File: src/rtl/ldu_iq_multi_enq.sv
`timescale 1ns/1ps
// Load Unit Issue Queue: age-ordered and collapsing. It accepts up to
// LDU_IQ_ENQ_WIDTH loads per cycle and issues the oldest ready load.
// Operand A wakes up from the banked writeback bus, and this includes the
// cycle in which the load is enqueued.
module ldu_iq_multi_enq #(
  parameter int LDU_IQ_ENTRIES     = 8,
  parameter int LDU_IQ_ENQ_WIDTH   = 2,
  parameter int LOG_LDU_IQ_ENTRIES = $clog2(LDU_IQ_ENTRIES + 1),
  parameter int LOG_PR_COUNT       = 7,
  parameter int PRF_BANK_COUNT     = 4,
  parameter int LOG_PRF_BANK_COUNT = $clog2(PRF_BANK_COUNT),
  parameter int LOG_LDU_CQ_ENTRIES = 4
) (
  input  logic                                                   CLK,
  input  logic                                                   nRST,
  input  logic [LDU_IQ_ENQ_WIDTH-1:0]                            ldu_iq_enq_valid,
  input  logic [LDU_IQ_ENQ_WIDTH-1:0][3:0]                       ldu_iq_enq_op,
  input  logic [LDU_IQ_ENQ_WIDTH-1:0][11:0]                      ldu_iq_enq_imm12,
  input  logic [LDU_IQ_ENQ_WIDTH-1:0][LOG_PR_COUNT-1:0]          ldu_iq_enq_A_PR,
  input  logic [LDU_IQ_ENQ_WIDTH-1:0]                            ldu_iq_enq_A_ready,
  input  logic [LDU_IQ_ENQ_WIDTH-1:0]                            ldu_iq_enq_A_is_zero,
  input  logic [LDU_IQ_ENQ_WIDTH-1:0][LOG_LDU_CQ_ENTRIES-1:0]    ldu_iq_enq_cq_index,
  output logic [LDU_IQ_ENQ_WIDTH-1:0]                            ldu_iq_enq_ready,
  input  logic [PRF_BANK_COUNT-1:0]                              WB_bus_valid_by_bank,
  input  logic [PRF_BANK_COUNT-1:0][LOG_PR_COUNT-LOG_PRF_BANK_COUNT-1:0] WB_bus_upper_PR_by_bank,
  input  logic                                                   flush_valid,
  output logic                                                   issue_valid,
  output logic [3:0]                                             issue_op,
  output logic [11:0]                                            issue_imm12,
  output logic                                                   issue_A_forward,
  output logic                                                   issue_A_is_zero,
  output logic [LOG_PRF_BANK_COUNT-1:0]                          issue_A_bank,
  output logic [LOG_LDU_CQ_ENTRIES-1:0]                          issue_cq_index,
  output logic                                                   PRF_req_A_valid,
  output logic [LOG_PR_COUNT-1:0]                                PRF_req_A_PR,
  input  logic                                                   pipeline_ready,
  output logic [LOG_LDU_IQ_ENTRIES-1:0]                          ldu_iq_occupancy
);

  localparam int IDX_W   = (LDU_IQ_ENTRIES > 1) ? $clog2(LDU_IQ_ENTRIES) : 1;
  localparam int UPPER_W = LOG_PR_COUNT - LOG_PRF_BANK_COUNT;

  typedef struct packed {
    logic                          valid;
    logic [3:0]                    op;
    logic [11:0]                   imm12;
    logic [LOG_PR_COUNT-1:0]       a_pr;
    logic                          a_ready;
    logic                          a_is_zero;
    logic [LOG_LDU_CQ_ENTRIES-1:0] cq_index;
  } entry_t;

  entry_t                        entries_q [LDU_IQ_ENTRIES];
  entry_t                        entries_d [LDU_IQ_ENTRIES];
  logic [LOG_LDU_IQ_ENTRIES-1:0] occupancy_q, occupancy_d;

  logic [LDU_IQ_ENTRIES-1:0]     entry_fwd;
  logic [LDU_IQ_ENTRIES-1:0]     entry_rdy;
  logic                          sel_found;
  logic [IDX_W-1:0]              sel_idx;
  logic                          issue_fire;
  entry_t                        sel_entry;

  logic [LDU_IQ_ENQ_WIDTH-1:0]   enq_accept;
  logic [LDU_IQ_ENQ_WIDTH-1:0]   enq_fwd;
  int                            enq_pos [LDU_IQ_ENQ_WIDTH];
  int                            enq_slot;
  int                            survivors;
  int                            src;

  // A PR matches when its bank carries a valid writeback with the same upper bits.
  function automatic logic fwd_match(
    input logic [LOG_PR_COUNT-1:0]                  pr,
    input logic [PRF_BANK_COUNT-1:0]                wb_valid,
    input logic [PRF_BANK_COUNT-1:0][UPPER_W-1:0]   wb_upper
  );
    logic [LOG_PRF_BANK_COUNT-1:0] bank;
    bank = pr[LOG_PRF_BANK_COUNT-1:0];
    return wb_valid[bank] && (wb_upper[bank] == pr[LOG_PR_COUNT-1:LOG_PRF_BANK_COUNT]);
  endfunction

  // Per-entry wakeup, readiness, and selection of the oldest ready entry.
  always_comb begin
    // NOTE: every variable gets a default before any conditional write, so no latch is inferred.
    entry_fwd = '0;
    entry_rdy = '0;
    sel_found = 1'b0;
    sel_idx   = '0;
    for (int i = 0; i < LDU_IQ_ENTRIES; i++) begin
      entry_fwd[i] = fwd_match(entries_q[i].a_pr, WB_bus_valid_by_bank, WB_bus_upper_PR_by_bank);
      entry_rdy[i] = entries_q[i].valid &
                     (entries_q[i].a_ready | entry_fwd[i] | entries_q[i].a_is_zero);
    end
    for (int i = 0; i < LDU_IQ_ENTRIES; i++) begin
      if (entry_rdy[i] && !sel_found) begin
        sel_found = 1'b1;
        sel_idx   = IDX_W'(i);
      end
    end
  end

  assign issue_fire = sel_found & pipeline_ready & ~flush_valid;

  // Issue and PRF request outputs. These are held at zero when nothing issues.
  always_comb begin
    sel_entry       = entries_q[sel_idx];
    issue_valid     = issue_fire;
    issue_op        = '0;
    issue_imm12     = '0;
    issue_A_forward = 1'b0;
    issue_A_is_zero = 1'b0;
    issue_A_bank    = '0;
    issue_cq_index  = '0;
    PRF_req_A_valid = 1'b0;
    PRF_req_A_PR    = '0;
    if (issue_fire) begin
      issue_op        = sel_entry.op;
      issue_imm12     = sel_entry.imm12;
      issue_A_forward = entry_fwd[sel_idx];
      issue_A_is_zero = sel_entry.a_is_zero;
      issue_A_bank    = sel_entry.a_pr[LOG_PRF_BANK_COUNT-1:0];
      issue_cq_index  = sel_entry.cq_index;
      PRF_req_A_valid = ~entry_fwd[sel_idx] & ~sel_entry.a_is_zero;
      PRF_req_A_PR    = sel_entry.a_pr;
    end
  end

  // Enqueue credit comes from registered occupancy only. A slot freed this cycle is offered next cycle.
  always_comb begin
    ldu_iq_enq_ready = '0;
    for (int k = 0; k < LDU_IQ_ENQ_WIDTH; k++) begin
      ldu_iq_enq_ready[k] = (LDU_IQ_ENTRIES - int'(occupancy_q)) > k;
    end
  end

  assign ldu_iq_occupancy = occupancy_q;

  // Next state: survivors collapse over the issued slot, then accepted ports append in port order.
  always_comb begin
    enq_accept = '0;
    enq_fwd    = '0;
    survivors  = int'(occupancy_q) - (issue_fire ? 1 : 0);
    enq_slot   = survivors;
    src        = 0;
    for (int k = 0; k < LDU_IQ_ENQ_WIDTH; k++) begin
      enq_accept[k] = ldu_iq_enq_valid[k] & ldu_iq_enq_ready[k] & ~flush_valid;
      enq_fwd[k]    = fwd_match(ldu_iq_enq_A_PR[k], WB_bus_valid_by_bank, WB_bus_upper_PR_by_bank);
      enq_pos[k]    = enq_slot;
      if (enq_accept[k]) enq_slot = enq_slot + 1;
    end

    for (int i = 0; i < LDU_IQ_ENTRIES; i++) begin
      src = (issue_fire && (i >= int'(sel_idx))) ? i + 1 : i;
      if (src < LDU_IQ_ENTRIES) begin
        entries_d[i]         = entries_q[IDX_W'(src)];
        entries_d[i].a_ready = entries_q[IDX_W'(src)].a_ready | entry_fwd[IDX_W'(src)];
      end else begin
        entries_d[i] = '0;
      end
      for (int k = 0; k < LDU_IQ_ENQ_WIDTH; k++) begin
        if (enq_accept[k] && (enq_pos[k] == i)) begin
          entries_d[i].valid     = 1'b1;
          entries_d[i].op        = ldu_iq_enq_op[k];
          entries_d[i].imm12     = ldu_iq_enq_imm12[k];
          entries_d[i].a_pr      = ldu_iq_enq_A_PR[k];
          entries_d[i].a_ready   = ldu_iq_enq_A_ready[k] | enq_fwd[k];
          entries_d[i].a_is_zero = ldu_iq_enq_A_is_zero[k];
          entries_d[i].cq_index  = ldu_iq_enq_cq_index[k];
        end
      end
      if (flush_valid) entries_d[i].valid = 1'b0;
    end

    occupancy_d = flush_valid ? '0 : LOG_LDU_IQ_ENTRIES'(enq_slot);
  end

  // State registers for the entry array and the occupancy count.
  always_ff @(posedge CLK or negedge nRST) begin
    if (!nRST) begin
      occupancy_q <= '0;
      // NOTE: the entry array is reset in full because the fields must read zero after reset, not only the valid bits.
      for (int i = 0; i < LDU_IQ_ENTRIES; i++) entries_q[i] <= '0;
    end else begin
      // NOTE: non-blocking updates, so every flop samples the pre-edge values.
      occupancy_q <= occupancy_d;
      for (int i = 0; i < LDU_IQ_ENTRIES; i++) entries_q[i] <= entries_d[i];
    end
  end

endmodule

File: config.mk
export PLATFORM = sky130hd
export DESIGN_NAME = ldu_iq_multi_enq
export DESIGN_NICKNAME = d
export VERILOG_FILES = /design/src/rtl/ldu_iq_multi_enq.sv
export SDC_FILE = /design/constraint.sdc
export NUM_CORES = 1
export LEC_CHECK = 0
export CAP_MARGIN = 20
export CORE_ASPECT_RATIO = 1.25
export CORE_UTILIZATION = 30
export CTS_BUF_LIST = sky130_fd_sc_hd__clkbuf_4
export DETAILED_ROUTE_END_ITERATION = 8
export GPL_ROUTABILITY_DRIVEN = 0
export PLACE_DENSITY = 0.53
export SKIP_CTS_REPAIR_TIMING = 1
export SLEW_MARGIN = 20
export SYNTH_ARGS = -nofsm -noshare
export SYNTH_HDL_FRONTEND = slang
export SYNTH_SLANG_ARGS = --single-unit
File: constraint.sdc
create_clock -name CLK -period 12.7 [get_ports CLK]
set_clock_uncertainty 0.05 [all_clocks]
set_input_delay 1.27 -clock CLK [delete_from_list [all_inputs] [get_ports CLK]]
set_output_delay 1.27 -clock CLK [all_outputs]
set_load 0.1 [all_outputs]
==> results.sh <==
export IMPL_cts_root_buffer="clkbuf_4"
export IMPL_setup_ws_ps=4180
export IMPL_critPathArrivalTime_ps=7200
export IMPL_wl_per_cell_um=29.7
export IMPL_drt_wl_total_um=81100
export IMPL_vias=17600
export IMPL_place_ws_ps=3840
export IMPL_grt_max_degree=70
export IMPL_htreeDepth=3
export IMPL_clk_pin_slew_ps=70
export IMPL_tightest_slew_ps=1180
export IMPL_relSlewSlack=0.210
export IMPL_nFillCells=5995
export IMPL_core_um2=58300
export IMPL_ys_seq_elements=244
export IMPL_io_buffer_count=126
export IMPL_cp_startpoint="WB_bus_upper_PR_by_bank[14]"
export IMPL_power_leakage_nw=8.15
export IMPL_first_pass_iters=7
export IMPL_nets=2023
export IMPL_outcome="finished, final reports clean"
export IMPL_critPathLaunchType="input pin"
export IMPL_cts_tree="yes"
export IMPL_dp_hpwl_um=50100
export IMPL_final_antenna_net_count=0
export IMPL_hp_class="in -> async"
export IMPL_synth_edf_count=0
export IMPL_die_w_um=219
export IMPL_rr_endpoint="entries_q[44]"
export IMPL_grt_pass1_vias=17700
export IMPL_yosysSeqAreaShare=0.346
export IMPL_drive_gt1_frac=0.151
export IMPL_syn_avg_cell_area_um2=9.15
export IMPL_boundaryPins=127
export IMPL_pwr_density_cell_nw_per_um2=262
export IMPL_start_util=0.303
export IMPL_drt_initial_drc_count=2114
export IMPL_synth_top_area_frac=0.346
export IMPL_hold_viol=0
export IMPL_yosysTopAreaCell="dfrtp_1"
export IMPL_post_route_util=0.342
export IMPL_vias_per_cell=6.43
export IMPL_hold_slack_ps=406
export IMPL_netlist_instances=1932
export IMPL_die_y_um=273
export IMPL_rr_worst_depth=22
export IMPL_drc=0
export IMPL_synthMostInstantiatedCell="nand2_1"
export IMPL_die_area_um2=59900
export IMPL_end_kind="output pin"
export IMPL_yosysWarningCount=0
export IMPL_ys_flop_type="dfrtp_1"
export IMPL_vdd_drop_max_v=0.000120
export IMPL_period_share=0.671
export IMPL_synth_common_cells="nand2_1, dfrtp_1, clkbuf_1"
export IMPL_clock_sinks=244
export IMPL_max_freq_mhz=117
export IMPL_synth_cell_types=87
export IMPL_antenna_found_initial=1
export IMPL_cts_buffers=69
export IMPL_grt_util_all_layers=0.268
export IMPL_syn_nets=2033
export IMPL_dp_cells=2607
export IMPL_synth_async_sr_flop_share=1.00
export IMPL_final_instance_count_excl_fill=2732
export IMPL_syn2layout_area_growth_pct=12.9
export IMPL_grt_pass1_wl_um=119000
export IMPL_finalSetupTns_ps=0
export IMPL_cp_required_ps=11380
export IMPL_clockBufferDepth=3
export IMPL_setup_viol=0
export IMPL_synth_area_um2=17700
export IMPL_rows=99
export IMPL_critPathKind="in -> out"
export IMPL_drv_slew=0
export IMPL_cp_max_fo=58
export IMPL_drv_cap=0
export IMPL_period_needed_ps=8520
export IMPL_grt_overflow_total=0
export IMPL_rsz0062_at_grt="false"
export IMPL_regToRegSetupSlack_ps=4510
export IMPL_r2r_start="entries_q[186]"
export IMPL_clk_latency_ps=810
export IMPL_yosys_top_cells_area="dfrtp_1, a221o_1, mux4_2, nand2_1, mux2i_1"
-- sequential cells by signal, summed over array words and instances, names as in the netlist --
| name | cells |
|---|---|
| entries_q | 240 |
| ldu_iq_occupancy | 4 |
-- routing by layer --
metal | up-vias | global-route usage | wire [um] | part of all wire
met4 | 0 | 0.168 | 4970 | 0.061
met2 | 1166 | 0.438 | 38700 | 0.48
li1 | 7383 | - | - | -
met3 | 289 | 0.0602 | 7700 | 0.095
met1 | 8722 | 0.318 | 29700 | 0.37
met5 | - | 0 | 0 | 0
-- cell type report --
cell class | instances | area [um^2] | share of cell area
Sequential cell | 244 | 6110 | 0.306
Tap cell | 757 | 947 | 0.0475
Antenna cell | 1 | 2.50 | 0.000125
Clock buffer | 99 | 743 | 0.0372
Inverter | 44 | 165 | 0.00828
Multi-Input combinational cell | 1392 | 10300 | 0.515
Clock inverter | 24 | 98.8 | 0.00495
Timing Repair Buffer | 171 | 1610 | 0.0808
-- how the worst max path moves through the flow --
stage | end | slack [ps]
after floorplan | issue_A_bank[1] | 5660
after global placement | entries_q[41] | 3930
after detailed placement | entries_q[44] | 3840
after CTS | issue_imm12[0] | 4290
after global routing | entries_q[36] | 4080
final | issue_A_bank[0] | 4180
-- cell families after synthesis --
group           count (synthesis)  synth area share
xor+xnor                       66            0.0331
flops                         244             0.346
simple gates                  578             0.151
compound gates                625             0.290
mux                           110            0.0940
fa+ha+maj                      13           0.00920
buf+inv                       296            0.0775
-- per-stage QoR --
step / power (mW) / cell area (um^2)
3_3_place_gp: 4.38 / 19100
5_1_grt: 5.47 / 20000
3_5_place_dp: 4.42 / 19100
6_report: 5.23 / 20000
2_1_floorplan: 3.49 / 17700
4_1_cts: 5.18 / 19900
-- worst max-delay path, stage by stage --
cell and delay (ps):
clkdlybuf4s50_1 560, mux4_2 550, xnor2_1 350, nand2_1 180, o31ai_4 500, a21oi_1 180, and2_4 460, nor2_4 480
buf_4 620, a221oi_1 180, a311oi_1 340, o21a_1 230, clkdlybuf4s50_1 1160
-- placed cells by master, fill, tap and decap left out, drive strengths merged, types with 59 or more instances in the layout --
| master | count |
|---|---|
| nand3 | 103 |
| a221oi | 67 |
| a221o | 121 |
| nand2 | 263 |
| clkdlybuf4s50 | 125 |
| dfrtp | 244 |
| mux2i | 59 |
| clkbuf | 99 |
| o21ai | 72 |
| nor2 | 115 |
| a21oi | 113 |
-- report_power, final --
part	leakage (nW)	total (mW)	internal (mW)	switching (mW)
clock	0.512	0.742	0.361	0.381
sequential	3.15	1.54	1.10	0.437
combinational	4.49	2.95	1.08	1.87
Power figures use the tool's default switching activity.
